[config.mk]
export PLATFORM = sky130hd
export DESIGN_NAME = multi_ch_grant_arbiter
export DESIGN_NICKNAME = d
export VERILOG_FILES = /design/src/rtl/multi_ch_grant_arbiter.sv
export SDC_FILE = /design/constraint.sdc
export NUM_CORES = 1
export LEC_CHECK = 0
export ABC_AREA = 1
export BUFFER_PORTS_ARGS = -buffer_cell sky130_fd_sc_hd__buf_2
export CAP_MARGIN = 40
export CELL_PAD_IN_SITES_DETAIL_PLACEMENT = 0
export CELL_PAD_IN_SITES_GLOBAL_PLACEMENT = 2
export CORE_MARGIN = 3
export CORE_UTILIZATION = 28
export DETAILED_ROUTE_END_ITERATION = 12
export PLACE_DENSITY = 0.84
export SLEW_MARGIN = 20
export SYNTH_ARGS = -nofsm -noshare
export SYNTH_HDL_FRONTEND = slang
export SYNTH_SLANG_ARGS = --single-unit
[constraint.sdc]
create_clock -name clk -period 1.7 [get_ports clk]
set_clock_uncertainty 0.15 [all_clocks]
set_input_delay 0.17 -clock clk [delete_from_list [all_inputs] [get_ports clk]]
set_output_delay 0.17 -clock clk [all_outputs]
set_load 0.01 [all_outputs]
[src/rtl/multi_ch_grant_arbiter.sv]
// multi_ch_grant_arbiter: round-robin single-grant arbiter with ack/abort/timeout release and sticky timeout irqs; ports req_i/ack_i/irq_clr_i in, gnt_o/gnt_id_o/busy_o/irq_o/irq_any_o out
module multi_ch_grant_arbiter #(
  parameter int NUM_CH  = 4,
  parameter int CNT_W   = 8,
  parameter int TIMEOUT = 200
) (
  input  logic                      clk,
  input  logic                      rst,
  input  logic [NUM_CH-1:0]         req_i,
  input  logic [NUM_CH-1:0]         ack_i,
  input  logic [NUM_CH-1:0]         irq_clr_i,
  output logic [NUM_CH-1:0]         gnt_o,
  output logic [$clog2(NUM_CH)-1:0] gnt_id_o,
  output logic                      busy_o,
  output logic [NUM_CH-1:0]         irq_o,
  output logic                      irq_any_o
);
  localparam int ID_W = $clog2(NUM_CH);
  typedef enum logic {IDLE, GRANT} state_t;
  state_t            state_q, state_d;
  logic [NUM_CH-1:0] gnt_q, gnt_d, irq_q, irq_d;
  logic [ID_W-1:0]   id_q, id_d, last_q, last_d, sel;
  logic [CNT_W-1:0]  cnt_q, cnt_d;
  logic              irq_any_q, hit, start, expire, rel, tmo;
  // descending scan so the nearest requester after last_q is the final assignment
  always_comb begin
    sel = '0;
    hit = 1'b0;
    for (int k = NUM_CH; k >= 1; k--)
      if (req_i[(int'(last_q) + k) % NUM_CH]) begin
        sel = ID_W'((int'(last_q) + k) % NUM_CH);
        hit = 1'b1;
      end
  end
  always_comb begin
    start   = state_q == IDLE && hit;
    expire  = cnt_q == CNT_W'(TIMEOUT - 1);
    rel     = state_q == GRANT && (ack_i[id_q] || !req_i[id_q] || expire);
    tmo     = state_q == GRANT && !ack_i[id_q] && req_i[id_q] && expire;
    state_d = start ? GRANT : rel ? IDLE : state_q;
    gnt_d   = start ? NUM_CH'(1) << sel : rel ? '0 : gnt_q;
    id_d    = start ? sel : id_q;
    last_d  = rel ? id_q : last_q;
    cnt_d   = start ? '0 : state_q == GRANT ? cnt_q + 1'b1 : cnt_q;
    irq_d   = (irq_q & ~irq_clr_i) | (tmo ? NUM_CH'(1) << id_q : '0);
  end
  always_ff @(posedge clk) begin
    if (rst) begin
      state_q   <= IDLE;
      gnt_q     <= '0;
      id_q      <= '0;
      last_q    <= ID_W'(NUM_CH - 1);
      cnt_q     <= '0;
      irq_q     <= '0;
      irq_any_q <= 1'b0;
    end else begin
      state_q   <= state_d;
      gnt_q     <= gnt_d;
      id_q      <= id_d;
      last_q    <= last_d;
      cnt_q     <= cnt_d;
      irq_q     <= irq_d;
      irq_any_q <= |irq_d;
    end
  end
  assign gnt_o     = gnt_q;
  assign gnt_id_o  = id_q;
  assign busy_o    = state_q == GRANT;
  assign irq_o     = irq_q;
  assign irq_any_o = irq_any_q;
  a_onehot: assert property (@(posedge clk) $onehot0(gnt_q));
endmodule

-- Yosys cells after proc, flatten, opt, wreduce, memory -nomap -nowiden
Cells that the tools add are included.
- add/sub/neg operators: 5
- $lt $le $gt $ge: 5
- equality and inequality tests: 1
- shift operators: 2
- muxes and demuxes: 29
- bitwise gates (word level): 8
- reduce and logical (&&, ||, !) cells: 16
- operator list (operator ; number):
    < comparator 3 x 4 -> 1 bit (second input constant) ; 4
    2-to-1 mux 1 bit ; 16
    binary-select mux 1 bit (select 2 bit) ; 6
    2-to-1 mux 4 bit ; 3
    OR reduction 2 bit ; 5
    adder 8 x 1 -> 8 bit (second input constant) ; 1
    == test 8 bit (second input constant) ; 1
    2-to-1 mux 2 bit ; 4
    << shifter 1 x 2 -> 4 bit (first input constant) ; 2
    logical AND 1 bit ; 5
    adder 2 x 1 -> 2 bit (second input constant) ; 2
    adder 2 bit (second input constant) ; 2
    AND 1 bit (first input constant) ; 4
    AND 4 bit ; 1
    inverter 4 bit ; 1
    bitwise OR 4 bit ; 1
    OR reduction 4 bit ; 1
    < comparator 2 x 3 -> 1 bit (second input constant) ; 1
    logical NOT 1 bit ; 2
    logical OR 1 bit ; 2
    nonzero test 2 bit ; 1
    inverter 1 bit ; 1
- register bits after elaboration: 22
- input bits: 14
- output and inout bits: 12
- logic and storage cells: 73

-- Logic depth before layout (Yosys ltp)
Gate-level depths: netlist of run 1.
- depth in word-level cells: 12
- depth in mapped cells: 12
- mapped depth without buffers: 11

-- Worst setup path before layout of run 1
No wires, ideal clock.
- path kind: reg2reg
- start point: reg cnt_q[0]
- end point: reg irq_any_q (netlist: irq_any_o)
- setup time: 0.071 ns
- arrival time: 1.259 ns
- data required time: 1.479 ns
- setup slack: 0.221 ns
- cell stages (with the launch flop): 8
- buffers on the path: 0
- clock period less this slack: 1.479 ns
- cell sequence: dfxtp_1 -> ha_1 -> nand4_1 -> nor2_2 -> nand2_1 -> o21ai_0 -> nor2_1 -> a21oi_1
- cells in the longest elaborated chain, start to end: 5
- ends and longest elaborated chain (item ; line ; RTL):
    start, declared ; 23 ; logic [CNT_W-1:0] cnt_q, cnt_d;
    start signal, assigned ; 61 ; cnt_q <= cnt_d;
    == test 8 bit ; 37 ; expire = cnt_q == CNT_W'(TIMEOUT - 1);
    logical AND 1 bit ; 39 ; tmo = state_q == GRANT && !ack_i[id_q] && req_i[id_q] && expire;
    2-to-1 mux 4 bit ; 45 ; irq_d = (irq_q & ~irq_clr_i) | (tmo ? NUM_CH'(1) << id_q : '0);
    bitwise OR 4 bit ; 45 ;
    OR reduction 4 bit ; 63 ; irq_any_q <= |irq_d;
    end signal, assigned ; 63 ;
    end, declared ; 24 ; logic irq_any_q, hit, start, expire, rel, tmo;
Every way passes these cells.
A chain may end at the register's enable or synchronous reset.

-- Worst setup path in the final report of run 1
- start point: reg last_q[0]
- end point: reg gnt_q[1] (netlist: gnt_o[1])
- cells in the longest elaborated chain, start to end: 10
- elaborated cells on any way between the ends: 28
- classes of those cells: 4 x add/sub; 1 x shift; 21 x mux; 2 x reduce/logical
- ends and longest elaborated chain (item ; line ; RTL):
    start, declared ; 22 ; logic [ID_W-1:0] id_q, id_d, last_q, last_d, sel;
    start signal, assigned ; 52 ; last_q <= ID_W'(NUM_CH - 1);
    start signal, assigned ; 60 ; last_q <= last_d;
    adder 2 x 1 -> 2 bit ; 30, 31 ;
    binary-select mux 1 bit (select 2 bit) ; 30 ; if (req_i[(int'(last_q) + k) % NUM_CH]) begin
    2-to-1 mux 1 bit (implied by the code) (2 in series) ; 30 ;
    2-to-1 mux 2 bit / 2-to-1 mux 1 bit (equally long branches) (4 in series) ; 30 ;
    << shifter 1 x 2 -> 4 bit / logical AND 1 bit (equally long branches) ; 41, 36 ;
    2-to-1 mux 4 bit / nonzero test 2 bit (equally long branches) ; -- ;
    end signal, assigned ; 58 ; gnt_q <= gnt_d;
    end, declared ; 21 ; logic [NUM_CH-1:0] gnt_q, gnt_d, irq_q, irq_d;
Parallel ways exist; a longest one is shown, timed or not. The select of a mux whose other input is x is not followed.

==> impl_metrics.ini, run 1 <==
[run_status]
status = completed

[clock_tree]
clkLatencyLatePin_ps = 260
cts_setup_buffers = 0
postCtsHoldBufs = 0
htree_num_levels = 1
clk_pin_slew_ps = 80
clockBufferDepth = 2
clock-sinks = 22
cts_tree = built
numCtsBuffers = 3
root_buffer = clkbuf_8

[yosys]
synthCells = 182
ys_seq_area_share_pct = 36.03
synthesis.area_sq_um = 1222
ys_warn_count = 0
synth_enable_flop_cells = 0
avgSynthCellArea_sq_um = 6.717
synth_top_area_share_pct = 36.03
synth-async-reset-ratio_pct = 0
synth_nets = 197
synthTopCellsByCount = 45 x nand2_1, 28 x inv_1, 22 x dfxtp_1, 18 x nor2_1, 12 x nand3_1
synth.ff_latch_count = 22
yosysTopAreaCell = dfxtp_1
yosysMostFrequentCell = nand2_1
yosys_most_used_dff = dfxtp_1
synth.top_cells.by_area = dfxtp_1 36%, nand2_1 14%, inv_1 8.6%, nor2_1 5.5%, nand3_1 4.9%
netlist-cell-type-count = 28

[placed_design]
place_area_sq_um = 1448
place.gp.congestion = 0.7376
place_ws_ps = -26.83
io_buffers = 25
hpwl_mm = 2.195
dp.cells = 262

[power_and_ir_drop]
p_per_area_nw_per_um2 = 1064
internal_power_mw = 0.9949
pwr-share-clk_pct = 19.4
p_sw_mw = 0.6377
p_seq_share_pct = 39.4
peakVddDrop_mv = 0.3834
combPwrFrac_pct = 41.2
leakage_nw = 0.7265
swShare_pct = 39.06
totalPowerFinal_mw = 1.633

[sta]
period_minus_slack_ps = 1553
tns_ps = 0
hold_slack_ps = 35.05
slew_headroom_pct = 80.62
report.final.slew_viol_count = 0
finalSetupViolations = 0
max_freq_ghz = 0.6437
finalWorstSetupSlack_ps = 146.6
worst_pin_slew_ps = 290.6
rsz0062_at_grt = true
fin_crit_sh_pct = 91.38
finalHoldViolations = 0

[hold_path]
hp-class = in -> reg
min-delay-start = irq_clr_i[0]

[die]
dieArea_sq_um = 5195
dieHeight_microns = 72.08
core_area_sq_um = 4115
std_cell_rows = 23
die_width_microns = 72.08
boundaryPins = 26
start_util_pct = 29.71

[finish]
final_core_util_pct = 37.28
diodes = 0
area_delta_synth_final_pct = 25.49
stdcell_count = 266
drive_gt1_share_pct = 31.94
fill_cells = 464
final_area_sq_um = 1534
nets = 233

[worst_setup_path]
crit_required_ps = 1740
critPathArrivalTime_ps = 1590
critical_path_class = reg -> reg
start_kind = flip-flop
max_stage_delay_ps = 410
endpoint_kind = flip-flop
rr_startpoint = last_q[0]
crit_start = last_q[0]
crit_path_max_fanout = 9
crit_slowest_cell = dfxtp_4
cp_cell_sequence = inv_4 > nand2_2 > nand2_2 > and2_4 > nor2_2 > nand3_1 > nand2_1 > nand3_1 > a21oi_1

[drt]
via_count = 1174
drt-wirelength-per-cell_microns = 10.37
vias_per_cell = 4.414
drc = 0
drtPass1Iterations = 4
ant_nets = 0
drt-total-wl_mm = 2.759
first_iter_violations = 43

[global_routing]
antenna_found_initial = 0
grt_max_degree = 15
grt_pass1_vias = 1104
grt_usage_pct = 11.42
grt_pass1_wl_mm = 4.809
gr-total-overflow = 0

[run]
maxCapViolations = 0
-- kinds of logic after synthesis --
logic type | after synthesis | synth area share (%)
AND/OR/NAND/NOR | 93 | 35.93
buffers and inverters | 35 | 11.87
AO/OA/AOI/OAI | 29 | 13.72
flip-flops | 22 | 36.03
XOR/XNOR | 2 | 1.433
adder cells (fa/ha/maj) | 1 | 1.023
-- sequential cells by signal (all words and copies together) (netlist names) --
| name | flops |
|---|---|
| last_q | 2 |
| gnt_o | 4 |
| irq_any_o | 1 |
| cnt_q | 8 |
| gnt_id_o | 2 |
| irq_o | 4 |
| busy_o | 1 |
-- layout by cell type, fill, tap and decap left out, drive strengths merged, types with 3 or more instances in the layout --
cell / count
dfxtp: 22
nor2: 25
inv: 32
clkbuf: 3
a21oi: 13
o21ai: 13
buf: 33
nand3: 12
nand4: 4
nor3b: 3
nand2: 48
-- metal layers --
layer / part of all wire [%] / wire length [microns] / global-route usage (%) / vias up
met5: 0 / 0 / 0 / -
met4: 0 / 0 / 2.505 / 0
met3: 5.5 / 151 / 2.909 / 0
met2: 43 / 1176 / 17.80 / 24
met1: 52 / 1431 / 15.85 / 507
li1: - / - / - / 643
-- critical path, delay by kind of cell, from the launching register on --
| family | cells | cell delay [ps] |
|---|---|---|
| compound gates | 1 | 140 |
| simple gates | 7 | 720 |
| buf+inv | 1 | 70 |
| flops | 1 | 410 |
-- layout make-up --
class | count | area (sq um) | share of cell area, %
Multi-Input combinational cell | 126 | 675.6 | 44.05
Sequential cell | 22 | 446.7 | 29.12
Timing Repair Buffer | 33 | 185.2 | 12.07
Inverter | 32 | 122.6 | 7.994
Tap cell | 50 | 62.56 | 4.078
Clock buffer | 3 | 41.29 | 2.692
-- power by group through the flow --
stage	Sequential, mW	Combinational (mW)	Clock (mW)
after floorplan	0.645	0.464	0
after global placement	0.648	0.647	0
after detailed placement	0.648	0.641	0
after CTS	0.638	0.644	0.339
after global routing	0.653	0.771	0.352
final	0.643	0.673	0.317
-- final timing paths --
path | endpoint | slack, ps | cells after the start
worst max register to register | gnt_o[1] | 150 | 9
worst min-delay path | irq_o[0] | 40 | 4
worst min register to register | gnt_o[3] | 320 | 2
worst max-delay path | gnt_o[1] | 150 | 9
-- timing repair --
action,4_1_cts,5_1_grt
pin swaps,0,2
cloned,0,1
endpoints found under the setup margin,11,19
resized for setup,1,13
No activity file was read; power rests on OpenSTA's default activity.
==> run 2: changes to the inputs <==
--- a/config.mk
+++ b/config.mk
@@ -15,2 +15,3 @@
 export DETAILED_ROUTE_END_ITERATION = 12
+export MAX_ROUTING_LAYER = met4
 export PLACE_DENSITY = 0.84
--- a/constraint.sdc
+++ b/constraint.sdc
@@ -4,2 +4,2 @@
 set_output_delay 0.17 -clock clk [all_outputs]
-set_load 0.01 [all_outputs]
+set_load 0.005 [all_outputs]
==> impl_metrics.ini, run 2 (same netlist as run 1, synthesis figures left out) <==
[worst_setup_path]
reg2regPathDepth = 9
r2r-end = gnt_o[1]
crit_path_max_fanout = 9
rr_startpoint = last_q[0]
crit_required_ps = 1740
endpoint_kind = flip-flop
reg2reg_slack_ps = 150
critical_path_class = reg -> reg
critPathArrivalTime_ps = 1590
crit_start = last_q[0]
start_kind = flip-flop

[die]
dieArea_sq_um = 5195
dieHeight_microns = 72.08
std_cell_rows = 23
core_area_sq_um = 4115
start_util_pct = 29.71
die_width_microns = 72.08
boundaryPins = 26

[sta]
finalHoldViolations = 0
slew_headroom_pct = 80.62
finalSetupViolations = 0
rsz0062_at_grt = true
hold_slack_ps = 35.24
max_freq_ghz = 0.6439
period_minus_slack_ps = 1553
worst_pin_slew_ps = 290.6
report.final.slew_viol_count = 0
tns_ps = 0
fin_crit_sh_pct = 91.35

[hold_path]
min-delay-start = irq_clr_i[0]
hp-class = in -> reg
hold_path_end = irq_o[0]
hold_path_depth = 4

[global_routing]
grt_pass1_wl_mm = 4.816
use_met2_pct = 17.69
grt_usage_pct = 11.78
grtUsageMet1_pct = 16.02
grtUsageMet3_pct = 2.909
grt_pass1_vias = 1102
grt_max_degree = 15
antenna_found_initial = 0
gr-total-overflow = 0
grt.busiest_layer = met2

[placed_design]
dp.cells = 262
place.gp.congestion = 0.7468
hpwl_mm = 2.195
io_buffers = 25

[finish]
layout_common_cells = 44 x nand2_1, 28 x inv_1, 25 x buf_2
layout_commonest_cell = nand2_1
nets = 233
top_register = cnt_q
largest_reg_flops = 8
drive_gt1_share_pct = 31.94
area_delta_synth_final_pct = 25.49
final_core_util_pct = 37.28
stdcell_count = 266
diodes = 0

[clock_tree]
clkLatencyLatePin_ps = 260
postCtsHoldBufs = 0
cts_tree = built
htree_num_levels = 1
root_buffer = clkbuf_8
clock-sinks = 22
clk_pin_slew_ps = 80
numCtsBuffers = 3
clockBufferDepth = 2

[power_and_ir_drop]
peakVddDrop_mv = 0.3724
p_per_area_nw_per_um2 = 1053
leakage_nw = 0.7265
totalPowerFinal_mw = 1.615

[drt]
drt-wirelength-per-cell_microns = 10.37
vias_per_cell = 4.410
drc = 0
drtPass1Iterations = 4
via_count = 1173
first_iter_violations = 42
drt-total-wl_mm = 2.759
ant_nets = 0

[run]
maxCapViolations = 0

[run_status]
status = completed
==> run 2: cell counts in the layout (fill, tap and decap cells not counted) <==
No cell type changed its count.
==> run 2: area by class of cell <==
cell class                 instances  area (sq um)
clock buffer                       3         41.29
multi-input combinational        126         675.6
inverter                          32         122.6
timing repair buffer              33         185.2
fill                             464          2581
tap                               50         62.56
sequential                        22         446.7
==> run 2: per-layer routing <==
metal / wire length [microns] / part of all wire [%]
met2: 1156 / 42
met3: 149 / 5.4
met4: 23 / 0.83
met5: 0 / 0
met1: 1429 / 52
==> run 2: repair_timing <==
item	CTS	global route
pin swaps	0	2
buffers inserted	0	0
gates cloned	0	1
endpoints found under the setup margin	11	18
endpoints found under the hold margin	0	0
gates resized for setup	1	13
==> run 2: how the worst max path moves through the flow <==
stage,to,slack [ps],depth (start not counted)
floorplan,irq_any_o,220,7
global placement,gnt_id_o[1],-10,8
global route,last_q[0],-40,9
finish,gnt_o[1],150,9
detailed placement,gnt_id_o[1],-30,8
CTS,irq_any_o,40,7
==> run 2: where the power goes <==
group / switching [mW] / internal (mW) / total [mW] / leakage, nW
clock network: 0.159 / 0.158 / 0.317 / 0.0216
registers: 0.0627 / 0.580 / 0.643 / 0.180
logic: 0.400 / 0.256 / 0.656 / 0.525
total: 0.621 / 0.994 / 1.62 / 0.727
==> run 2: critical path, stage by stage (launching register included) <==
cell	delay, ps
dfxtp_4	410
inv_4	70
nand2_2	70
nand2_2	60
and2_4	170
nor2_2	70
nand3_1	130
nand2_1	130
nand3_1	90
a21oi_1	140
==> run 2: stage by stage <==
| stage | cell area, sq um | setup WS, ps |
|---|---|---|
| 2_1_floorplan | 1222 | 220.5 |
| 3_3_place_gp | 1448 | -12.47 |
| 3_5_place_dp | 1448 | -26.83 |
| 4_1_cts | 1490 | 41.84 |
| 5_1_grt | 1534 | -37.37 |
| 6_report | 1534 | 147.1 |
